$ cat config.mk
export PLATFORM = sky130hd
export DESIGN_NAME = serial_add_sequencer_flat
export DESIGN_NICKNAME = d
export VERILOG_FILES = /design/src/rtl/serial_add_sequencer_if.sv /design/src/rtl/serial_add_sequencer.sv /design/src/flat_wrapper.sv
export SDC_FILE = /design/constraint.sdc
export NUM_CORES = 1
export LEC_CHECK = 0
export BUFFER_PORTS_ARGS = -buffer_cell sky130_fd_sc_hd__clkbuf_2
export CAP_MARGIN = 20
export CORE_MARGIN = 1
export CORE_UTILIZATION = 50
export DETAILED_ROUTE_END_ITERATION = 7
export PLACE_DENSITY = 0.85
export SETUP_SLACK_MARGIN = 0.3
export SKIP_CTS_REPAIR_TIMING = 1
export SKIP_LAST_GASP = 1
export SYNTH_ARGS = -nofsm -noshare
export SYNTH_HDL_FRONTEND = slang
export SYNTH_SLANG_ARGS = --single-unit
$ cat constraint.sdc
create_clock -name clk -period 1.7 [get_ports clk]
set_input_delay 0.34 -clock clk [delete_from_list [all_inputs] [get_ports clk]]
set_output_delay 0.34 -clock clk [all_outputs]
set_load 0.02 [all_outputs]
$ cat src/rtl/serial_add_sequencer_if.sv
// ============================================================================
// Module   : serial_add_sequencer_if
// Brief    : Operand/result handshakes and full-adder cell link for the
//            bit-serial add controller.
// Revision : 1.0
// ============================================================================
`default_nettype none

interface serial_add_sequencer_if #(
   parameter int WIDTH = 8
);
   logic             in_valid;
   logic             in_ready;
   logic [WIDTH-1:0] a_in;
   logic [WIDTH-1:0] b_in;
   logic             cin_in;
   logic             fa_a;
   logic             fa_b;
   logic             fa_cin;
   logic             fa_sum;
   logic             fa_cout;
   logic             out_valid;
   logic             out_ready;
   logic [WIDTH-1:0] sum_out;
   logic             cout_out;
   logic             busy;

   modport slave (
      input  in_valid, a_in, b_in, cin_in, fa_sum, fa_cout, out_ready,
      output in_ready, fa_a, fa_b, fa_cin, out_valid, sum_out, cout_out, busy
   );

   modport master (
      output in_valid, a_in, b_in, cin_in, fa_sum, fa_cout, out_ready,
      input  in_ready, fa_a, fa_b, fa_cin, out_valid, sum_out, cout_out, busy
   );
endinterface

`default_nettype wire

$ cat src/rtl/serial_add_sequencer.sv
// ============================================================================
// Module   : serial_add_sequencer
// Brief    : Steps an external 1-bit full adder LSB first over WIDTH cycles and
//            returns {cout, sum} over a valid/ready handshake.
// Revision : 1.0
// ============================================================================
`default_nettype none

module serial_add_sequencer #(
   parameter int WIDTH = 8
) (
   input  wire logic                clk,
   input  wire logic                rst_n,
   input  wire logic                ena,
   serial_add_sequencer_if.slave    bus
);
   localparam int             CW     = $clog2(WIDTH);
   localparam logic [CW-1:0]  C_LAST = CW'(WIDTH - 1);

   localparam logic [1:0] S_IDLE = 2'd0;
   localparam logic [1:0] S_RUN  = 2'd1;
   localparam logic [1:0] S_DONE = 2'd2;

   logic [1:0]       r_state;
   logic [1:0]       w_next;
   logic [WIDTH-1:0] r_a;
   logic [WIDTH-1:0] r_b;
   logic [WIDTH-1:0] r_sum;
   logic             r_carry;
   logic [CW-1:0]    r_cnt;
   logic [WIDTH-1:0] r_sum_out;
   logic             r_cout_out;
   logic             w_last;
   logic [WIDTH-1:0] w_sum_shift;

   assign w_last      = (r_cnt == C_LAST);
   assign w_sum_shift = {bus.fa_sum, r_sum[WIDTH-1:1]};

   always_ff @(posedge clk) begin
      if (!rst_n) begin
         r_state <= S_IDLE;
      end else if (ena) begin
         r_state <= w_next;
      end
   end

   always_comb begin
      w_next = r_state;
      case (r_state)
         S_IDLE:  if (bus.in_valid)  w_next = S_RUN;
         S_RUN:   if (w_last)        w_next = S_DONE;
         S_DONE:  if (bus.out_ready) w_next = S_IDLE;
         default: w_next = S_IDLE;
      endcase
   end

   // Result registers are loaded only on the final bit so they hold the last
   // answer while the next job is shifting through r_sum.
   always_ff @(posedge clk) begin
      if (!rst_n) begin
         r_a        <= '0;
         r_b        <= '0;
         r_sum      <= '0;
         r_carry    <= 1'b0;
         r_cnt      <= '0;
         r_sum_out  <= '0;
         r_cout_out <= 1'b0;
      end else if (ena) begin
         case (r_state)
            S_IDLE: begin
               if (bus.in_valid) begin
                  r_a     <= bus.a_in;
                  r_b     <= bus.b_in;
                  r_carry <= bus.cin_in;
                  r_cnt   <= '0;
               end
            end
            S_RUN: begin
               r_a     <= r_a >> 1;
               r_b     <= r_b >> 1;
               r_sum   <= w_sum_shift;
               r_carry <= bus.fa_cout;
               r_cnt   <= w_last ? '0 : r_cnt + CW'(1);
               if (w_last) begin
                  r_sum_out  <= w_sum_shift;
                  r_cout_out <= bus.fa_cout;
               end
            end
            default: ;
         endcase
      end
   end

   always_comb begin
      bus.in_ready  = (r_state == S_IDLE) & ena;
      bus.out_valid = (r_state == S_DONE);
      bus.busy      = (r_state != S_IDLE);
      bus.fa_a      = (r_state == S_RUN) & r_a[0];
      bus.fa_b      = (r_state == S_RUN) & r_b[0];
      bus.fa_cin    = (r_state == S_RUN) & r_carry;
      bus.sum_out   = r_sum_out;
      bus.cout_out  = r_cout_out;
   end
endmodule

`default_nettype wire

$ cat src/flat_wrapper.sv
// flat-port wrapper written by rule: the top's interface ports become plain ports
module serial_add_sequencer_flat 
#(
   parameter int WIDTH = 8
)
  (clk, rst_n, ena, bus_in_valid, bus_a_in, bus_b_in, bus_cin_in, bus_fa_sum, bus_fa_cout, bus_out_ready, bus_in_ready, bus_fa_a, bus_fa_b, bus_fa_cin, bus_out_valid, bus_sum_out, bus_cout_out, bus_busy);
  serial_add_sequencer_if #(.WIDTH(WIDTH)) bus_i ();
  input  wire logic clk;
  input  wire logic rst_n;
  input  wire logic ena;
  input wire logic [$bits(bus_i.in_valid)-1:0] bus_in_valid;
  input wire logic [$bits(bus_i.a_in)-1:0] bus_a_in;
  input wire logic [$bits(bus_i.b_in)-1:0] bus_b_in;
  input wire logic [$bits(bus_i.cin_in)-1:0] bus_cin_in;
  input wire logic [$bits(bus_i.fa_sum)-1:0] bus_fa_sum;
  input wire logic [$bits(bus_i.fa_cout)-1:0] bus_fa_cout;
  input wire logic [$bits(bus_i.out_ready)-1:0] bus_out_ready;
  output wire logic [$bits(bus_i.in_ready)-1:0] bus_in_ready;
  output wire logic [$bits(bus_i.fa_a)-1:0] bus_fa_a;
  output wire logic [$bits(bus_i.fa_b)-1:0] bus_fa_b;
  output wire logic [$bits(bus_i.fa_cin)-1:0] bus_fa_cin;
  output wire logic [$bits(bus_i.out_valid)-1:0] bus_out_valid;
  output wire logic [$bits(bus_i.sum_out)-1:0] bus_sum_out;
  output wire logic [$bits(bus_i.cout_out)-1:0] bus_cout_out;
  output wire logic [$bits(bus_i.busy)-1:0] bus_busy;
  assign bus_i.in_valid = bus_in_valid;
  assign bus_i.a_in = bus_a_in;
  assign bus_i.b_in = bus_b_in;
  assign bus_i.cin_in = bus_cin_in;
  assign bus_i.fa_sum = bus_fa_sum;
  assign bus_i.fa_cout = bus_fa_cout;
  assign bus_i.out_ready = bus_out_ready;
  assign bus_in_ready = bus_i.in_ready;
  assign bus_fa_a = bus_i.fa_a;
  assign bus_fa_b = bus_i.fa_b;
  assign bus_fa_cin = bus_i.fa_cin;
  assign bus_out_valid = bus_i.out_valid;
  assign bus_sum_out = bus_i.sum_out;
  assign bus_cout_out = bus_i.cout_out;
  assign bus_busy = bus_i.busy;
  serial_add_sequencer #(.WIDTH(WIDTH)) u_core (.clk(clk), .rst_n(rst_n), .ena(ena), .bus(bus_i));
endmodule
Yosys cells after proc, flatten, opt, wreduce, memory -nomap -nowiden
Index checks and enable logic that the tools add are counted.
W data, S select, Z words.
- flip-flop bits (word level): 39
- word-level logic and storage cells: 39
- add/subtract/negate cells: 1
- eq/ne operators: 6
- multiplexer cells: 13
- bitwise gates (word level): 4
- reduce and logical (&&, ||, !) cells: 7
- operators by type and width (kind ; count):
    $pmux W8 S2 ; 2
    $mux W8 ; 2
    $mux W2 ; 3
    $mux W3 ; 2
    $pmux W2 S3 ; 1
    $pmux W3 S2 ; 1
    $reduce_and A3 Y1 ; 2
    $and A1 B1 Y1 ; 4
    $ne A2 B2 Y1 const B ; 2
    $reduce_and A4 Y1 ; 1
    $reduce_bool A2 Y1 ; 2
    $add A3 B1 Y3 const B ; 1
    $eq A3 B3 Y1 const B ; 1
    $eq A2 B1 Y1 const B ; 1
    $eq A2 B2 Y1 const B ; 1
    $logic_not A2 Y1 ; 1
    $ne A2 B1 Y1 const B ; 1
    $pmux W1 S2 ; 1
    $reduce_and A2 Y1 ; 1
    $mux W1 ; 1

Longest topological paths before layout
Gate-level depths: netlist (run 1).
- depth after elaboration: 3
- depth in mapped cells: 6
- mapped depth without buffers: 5

Worst setup path before layout (run 1)
Ideal clock, no wire load.
- path kind: reg-to-output
- from: reg u_core.r_state[0]
- to: out bus_in_ready
- arrival: 1.067 ns
- required time: 1.360 ns
- slack: 0.293 ns
- stages on the path, launching flop included: 4
- path buffers: 1
- cell sequence: dfxtp_1 buf_6 or2_2 nor2_1
- cells in the longest elaborated chain, start to end: 2
- RTL lines (element ; line ; RTL):
    start: declaration ; serial_add_sequencer.sv:24 ; logic [1:0] r_state;
    start signal: assignment ; serial_add_sequencer.sv:43 ; r_state <= w_next;
    $logic_not A2 Y1 ; serial_add_sequencer.sv:95 ; bus.in_ready = (r_state == S_IDLE) & ena;
    $and A1 B1 Y1 ; serial_add_sequencer.sv:95 ;
    end: declaration ; flat_wrapper.sv:18 ; output wire logic [$bits(bus_i.in_ready)-1:0] bus_in_ready;
No other way between the ends.

Worst setup path in the final report (run 1)
Same ends and word-level chain as after synthesis.

==> run metrics, run 1 <==
status=completed; remaining global-route overflow=0; Hold Slack=0.209 ns; largest net degree at the start of global routing=26; worst min path class=in2reg; net count after synthesis=215; total track usage=approximately a fifth; Post-Syn Area=0.00181 mm2; Final nets=258; final worst-path cycle share=slightly above 90%; Max Root-Sink Buffers=2; gpl congestion=roughly 0.73; CTS buffer count=5; dpl cell area=0.00203 mm2; Final TNS setup=0 ns; ratio of cells with drive above 1 in the final layout=approximately 36%; Die X=roughly 62 um; htree depth=2; via count=1526; first-pass GRT wire length=roughly 6.2 mm; drt drc=0; PortBufs=38; CTS tree=yes; predominant post-synthesis flop cell=dfxtp_1; post-synth top area share=41.9%; Async S/R FF share, synth=0%; IO Pins=39; max_cap viols=0; number of global-route vias before repair=1407; Total Die Area=just under 0.004 mm2; Worst Setup Path Type=reg2out; Arrival @ worst endpoint=between 1 and 1.5 ns; Final Hold Violating Endpoints=0; Synth Instances=189; RSZ-0062 raised after global routing=yes; DPL Wire Length=roughly 2.4 mm; Post-synth EDFFs=0; std cell rows=21; clock slew at reported path FFs=around 0.12 ns; CP Max Fanout=7; register area share after synthesis=between 40% and 50%; wire per inst=~14 um; CP Launch Type=flop; initial DRC count=between 60 and 70; clk sinks=38; Commonest cells post-synth=38 x dfxtp_1, 21 x nand3_1, 18 x nand2_1; met2 usage=roughly a third; R2R depth=6; final wirelength=3.97 mm; dominant cell type by area after synthesis=dfxtp_1; Initial Util=a little over half; busiest metal layer after global routing=met2; final core occ=67.1%; final setup vio count=0; Mean Syn Cell Area=9.60 um2; Die H=between 60 and 70 um; vias per cell=approximately 5.5; leakage=approximately 1.1 nW; Synth cell types=32; Req. time, crit path=1.36 ns; P per Cell Area=832 mW/mm2; M3 GR Usage=around 7.2%; critical path capture point type=output pin; Peak VDD IR=roughly 0.00073 V; initial antenna violation count=0; Hold Path Stages=3; Max-slew headroom=67.7%; grt met1 use=22.5%; DR pass1 iterations=4; Antenna Cells=0; Peak Freq=~0.64 GHz; yosys warns=0; clk_lat worst skew=approximately 0.36 ns; Setup Skew=between 0.005 and 0.006 ns; max-slew violation count=0; Worst Tran Pin Value=between 0.4 and 0.5 ns; CTS Root Cell=clkbuf_4; Placeable Area=around 0.0034 mm2; area delta synth->final=26.4%; Synth area leaders=dfxtp_1 42%, mux2i_1 8.3%, o211a_1 8.3%; Pwr Total=around 1.9 mW; antenna-violating nets left=0; final non-filler cell area=between 0.002 and 0.0025 mm2; Yosys reg bits=38; most numerous cell in the Yosys netlist=dfxtp_1; Period minus WS final=between 1.5 and 2 ns
## per-stage QoR
step,worst slack [ns],instances
after detailed placement,0.314,263
after CTS,-0.0715,271
after floorplan,0.367,189
final,0.147,279
after global routing,0.0883,279
after global placement,0.344,263
## placed cells by master (no fill, tap or decap), types with 3 or more instances in the layout
cell       n
buf_6      5
a21boi_1   5
buf_4      9
mux2i_1   15
nor2_1     3
nand2_1   18
nand3_1   19
dfxtp_1   36
clkbuf_2  33
clkbuf_4   5
nand3_2   12
and2_4     3
o21ai_0    7
a21boi_0   8
buf_12     3
nand4_1    4
o211a_1   15
o21ai_1    8
## worst max-delay path, cell delays in order (launching register included)
cell and delay (ns):
dfxtp_4 0.39, or2_4 0.27, nor2_4 0.08, buf_6 0.11
## report_power, final
group / switching [mW] / internal [mW] / total (mW)
Clock: 0.316 / 0.305 / 0.621
Sequential: 0.0262 / 0.928 / 0.954
Combinational: 0.169 / 0.163 / 0.333
Total: 0.512 / 1.40 / 1.91
## cell type report
| class | instances | area [um2] |
|---|---|---|
| Timing Repair Buffer | 52 | 399 |
| Tap cell | 46 | 57.6 |
| Inverter | 1 | 3.75 |
| Clock inverter | 3 | 40.0 |
| Clock buffer | 5 | 37.5 |
| Sequential cell | 38 | 768 |
| Multi-Input combinational cell | 134 | 987 |
| Fill cell | 291 | 1120 |
## layer usage
layer  up-vias  share of wire, %
met5         -                 0
met4         0               1.2
met3         5               4.1
met2        39                52
met1       716                43
li1        766                 -
## registers in the layout, summed over array words and instances, names as in the netlist
register	flops
u_core.r_carry	1
u_core.r_a	8
u_core.r_state	2
u_core.bus.sum_out	8
u_core.r_b	8
u_core.r_sum	7
u_core.bus.cout_out	1
u_core.r_cnt	3
## final timing paths
path	to	slack [ns]	from
worst max-delay path	bus_in_ready	0.15	u_core.r_state[0]
worst min-delay path	u_core.bus.sum_out[7]	0.21	bus_fa_sum
worst max register to register	u_core.r_b[5]	0.24	u_core.r_state[1]
worst min register to register	u_core.bus.sum_out[1]	0.46	u_core.bus.sum_out[1]
## logic make-up after synthesis
logic type      synth area share, %
simple gates                   24.4
compound gates                 18.3
flops                          41.9
fa+ha+maj                      1.38
buf+inv                        5.72
mux                            8.28
No activity file was read; power rests on OpenSTA's default activity.
==> inputs of run 2 (changes only) <==
--- a/config.mk
+++ b/config.mk
@@ -11,6 +11,7 @@
 export CORE_UTILIZATION = 50
 export DETAILED_ROUTE_END_ITERATION = 7
 export PLACE_DENSITY = 0.85
+export RECOVER_POWER = 100
 export SETUP_SLACK_MARGIN = 0.3
 export SKIP_CTS_REPAIR_TIMING = 1
 export SKIP_LAST_GASP = 1
==> run 2 against run 1 <==
  * Non-clock buffer count is the same
  * Critical path depth grew 3
  * Register-to-register slack got worse by 0.13 ns
  * Setup slack worse by 0.041 ns
  * Hold slack better by 0.0096 ns
  * Sequential share of layout area rose by 0.60 points
  * Power fell by 0.43%
  * First-iteration DRC count grew 7.4%
  * Final cell count stayed put
  * Cell area shrank 1.7%
  * Combinational power is 3% lower
  * Clock power about the same
  * Critical endpoint is now u_core.r_b[5]
==> run metrics, run 2 (same netlist as run 1, synthesis figures left out) <==
CP peak stage delay=0.40 ns (was 0.39 ns); commonest cells after routing, fill and taps aside=36 x dfxtp_1, 23 x clkbuf_2, 21 x nand3_1 (was 36 x dfxtp_1, 33 x clkbuf_2, 19 x nand3_1); P per Cell Area=843 mW/mm2 (was 832 mW/mm2); max-slew violation count=0 (unchanged); ratio of cells with drive above 1 in the final layout=28.8% (was 36.5%); vias per cell=5.44 (was 5.47); leakage=1.02 nW (was 1.07 nW); std cell rows=21 (unchanged); Total Die Area=0.00387 mm2 (unchanged); Worst Setup Path Type=reg2reg (was reg2out); Worst R2R Setup Slack=0.11 ns (was 0.24 ns); drt drc=0 (unchanged); area of the multi-input gates=967 um2 (was 987 um2); PortBufs=38 (unchanged); Peak Freq=0.627 GHz (was 0.644 GHz); RSZ-0062 raised after global routing=yes (unchanged); antenna-violating nets left=0 (unchanged); commonest non-fill, non-tap cell in the layout=dfxtp_1 (unchanged); final setup vio count=0 (unchanged); initial DRC count=73 (was 68); number of global-route vias before repair=1407 (unchanged); Max Root-Sink Buffers=2 (unchanged); Final nets=258 (unchanged); critical path capture point type=flop (was output pin); CP Max Fanout=7 (unchanged); Arrival @ worst endpoint=1.84 ns (was 1.21 ns); first-pass GRT wire length=6.19 mm (unchanged); clk sinks=38 (unchanged); gpl congestion=0.734 (unchanged); Die X=62.2 um (unchanged); cell family with the largest share of critical-path delay=buffers and inverters (was flip-flops); worst min path class=in2reg (unchanged); htree depth=2 (unchanged); wire per inst=14.3 um (was 14.2 um); Die H=62.2 um (unchanged); Non-Filler Instances=279 (unchanged); Final Hold Violating Endpoints=0 (unchanged); max_cap viols=0 (unchanged); Pwr Total=1.90 mW (was 1.91 mW); Placed Cells=263 (unchanged); clk_lat worst skew=0.36 ns (about the same); Req. time, crit path=1.95 ns (was 1.36 ns); CP Launch Type=flop (unchanged); CP most frequent cell=buf_4; CTS tree=yes (unchanged); clock slew at reported path FFs=0.12 ns (about the same); CTS Root Cell=clkbuf_4 (unchanged); DR pass1 iterations=4 (unchanged); Initial Util=53.1% (unchanged); area delta synth->final=24.2% (was 26.4%); Critical Path, Cell by Cell=buf_4 -> buf_4 -> and2b_1 -> clkbuf_16 -> nand3_2 -> o211a_1 (was or2_4 -> nor2_4 -> buf_6); Buf/Inv on CP=3 (was 1); CTS buffer count=5 (unchanged); via count=1517 (was 1526); Peak VDD IR=0.000727 V (about the same); largest net degree at the start of global routing=26 (unchanged); FF/Latch Area=768 um2 (unchanged); DPL Wire Length=2.38 mm (unchanged); IO Pins=39 (unchanged); Period minus WS final=1.59 ns (was 1.55 ns); final wirelength=4.00 mm (was 3.97 mm); remaining global-route overflow=0 (unchanged); Setup Skew=0.00855 ns (was 0.00512 ns); final worst-path cycle share=93.8% (was 91.4%); initial antenna violation count=0 (unchanged); total track usage=20.2% (unchanged); status=completed (unchanged); Worst Tran Pin Value=0.490 ns (was 0.484 ns); fill count=304 (was 291); slowest cell on the critical path=and2b_1 (was dfxtp_4); final core occ=66.0% (was 67.1%); Placeable Area=0.00342 mm2 (unchanged); Antenna Cells=0 (unchanged); Max-slew headroom=67.4% (was 67.7%)
-- run 2: cell type report --
cell class	count	share of cell area, %
inverter	1	0.167
clock buffer	5	1.67
multi-input combinational	134	42.9
sequential	38	34.1
clock inverter	3	1.78
tap	46	2.55
timing repair buffer	52	16.8
-- run 2: through the flow --
stage / area, um2 / setup WS, ns / hold WS [ns] / setup TNS [ns]
final: 2250 / 0.105 / 0.218 / 0
after global routing: 2250 / 0.0463 / 0.209 / 0
after CTS: 2110 / -0.0715 / 0.195 / -0.247
after detailed placement: 2030 / 0.314 / 0.448 / 0
after global placement: 2030 / 0.344 / 0.444 / 0
after floorplan: 1820 / 0.367 / 0.429 / 0
-- run 2: path summary, 6_finish.rpt --
check                             start                    end  cells past startpoint
hold reg to reg   u_core.bus.sum_out[5]  u_core.bus.sum_out[5]                      2
setup / recovery      u_core.r_state[1]          u_core.r_b[5]                      6
setup reg to reg      u_core.r_state[1]          u_core.r_b[5]                      6
hold / removal              bus_fa_cout    u_core.bus.cout_out                      3
-- run 2: report_power, final --
part           total, mW  internal (mW)  switching [mW]
logic              0.323          0.156           0.167
clock network      0.623          0.305           0.318
registers          0.954          0.928          0.0257
total               1.90           1.39           0.510
-- run 2: worst register-to-register path, cell delays in order, from the launching register on --
cell	delay, ns
dfxtp_4	0.39
buf_4	0.14
buf_4	0.12
and2b_1	0.40
clkbuf_16	0.23
nand3_2	0.05
o211a_1	0.15
-- run 2: layer usage --
metal / part of all wire, % / wire [um] / GRT usage (%)
met2: 51 / 2030 / 34.9
met4: 1.2 / 48 / 8.14
met5: 0 / 0 / 0
met3: 4.3 / 171 / 7.17
met1: 44 / 1750 / 22.5
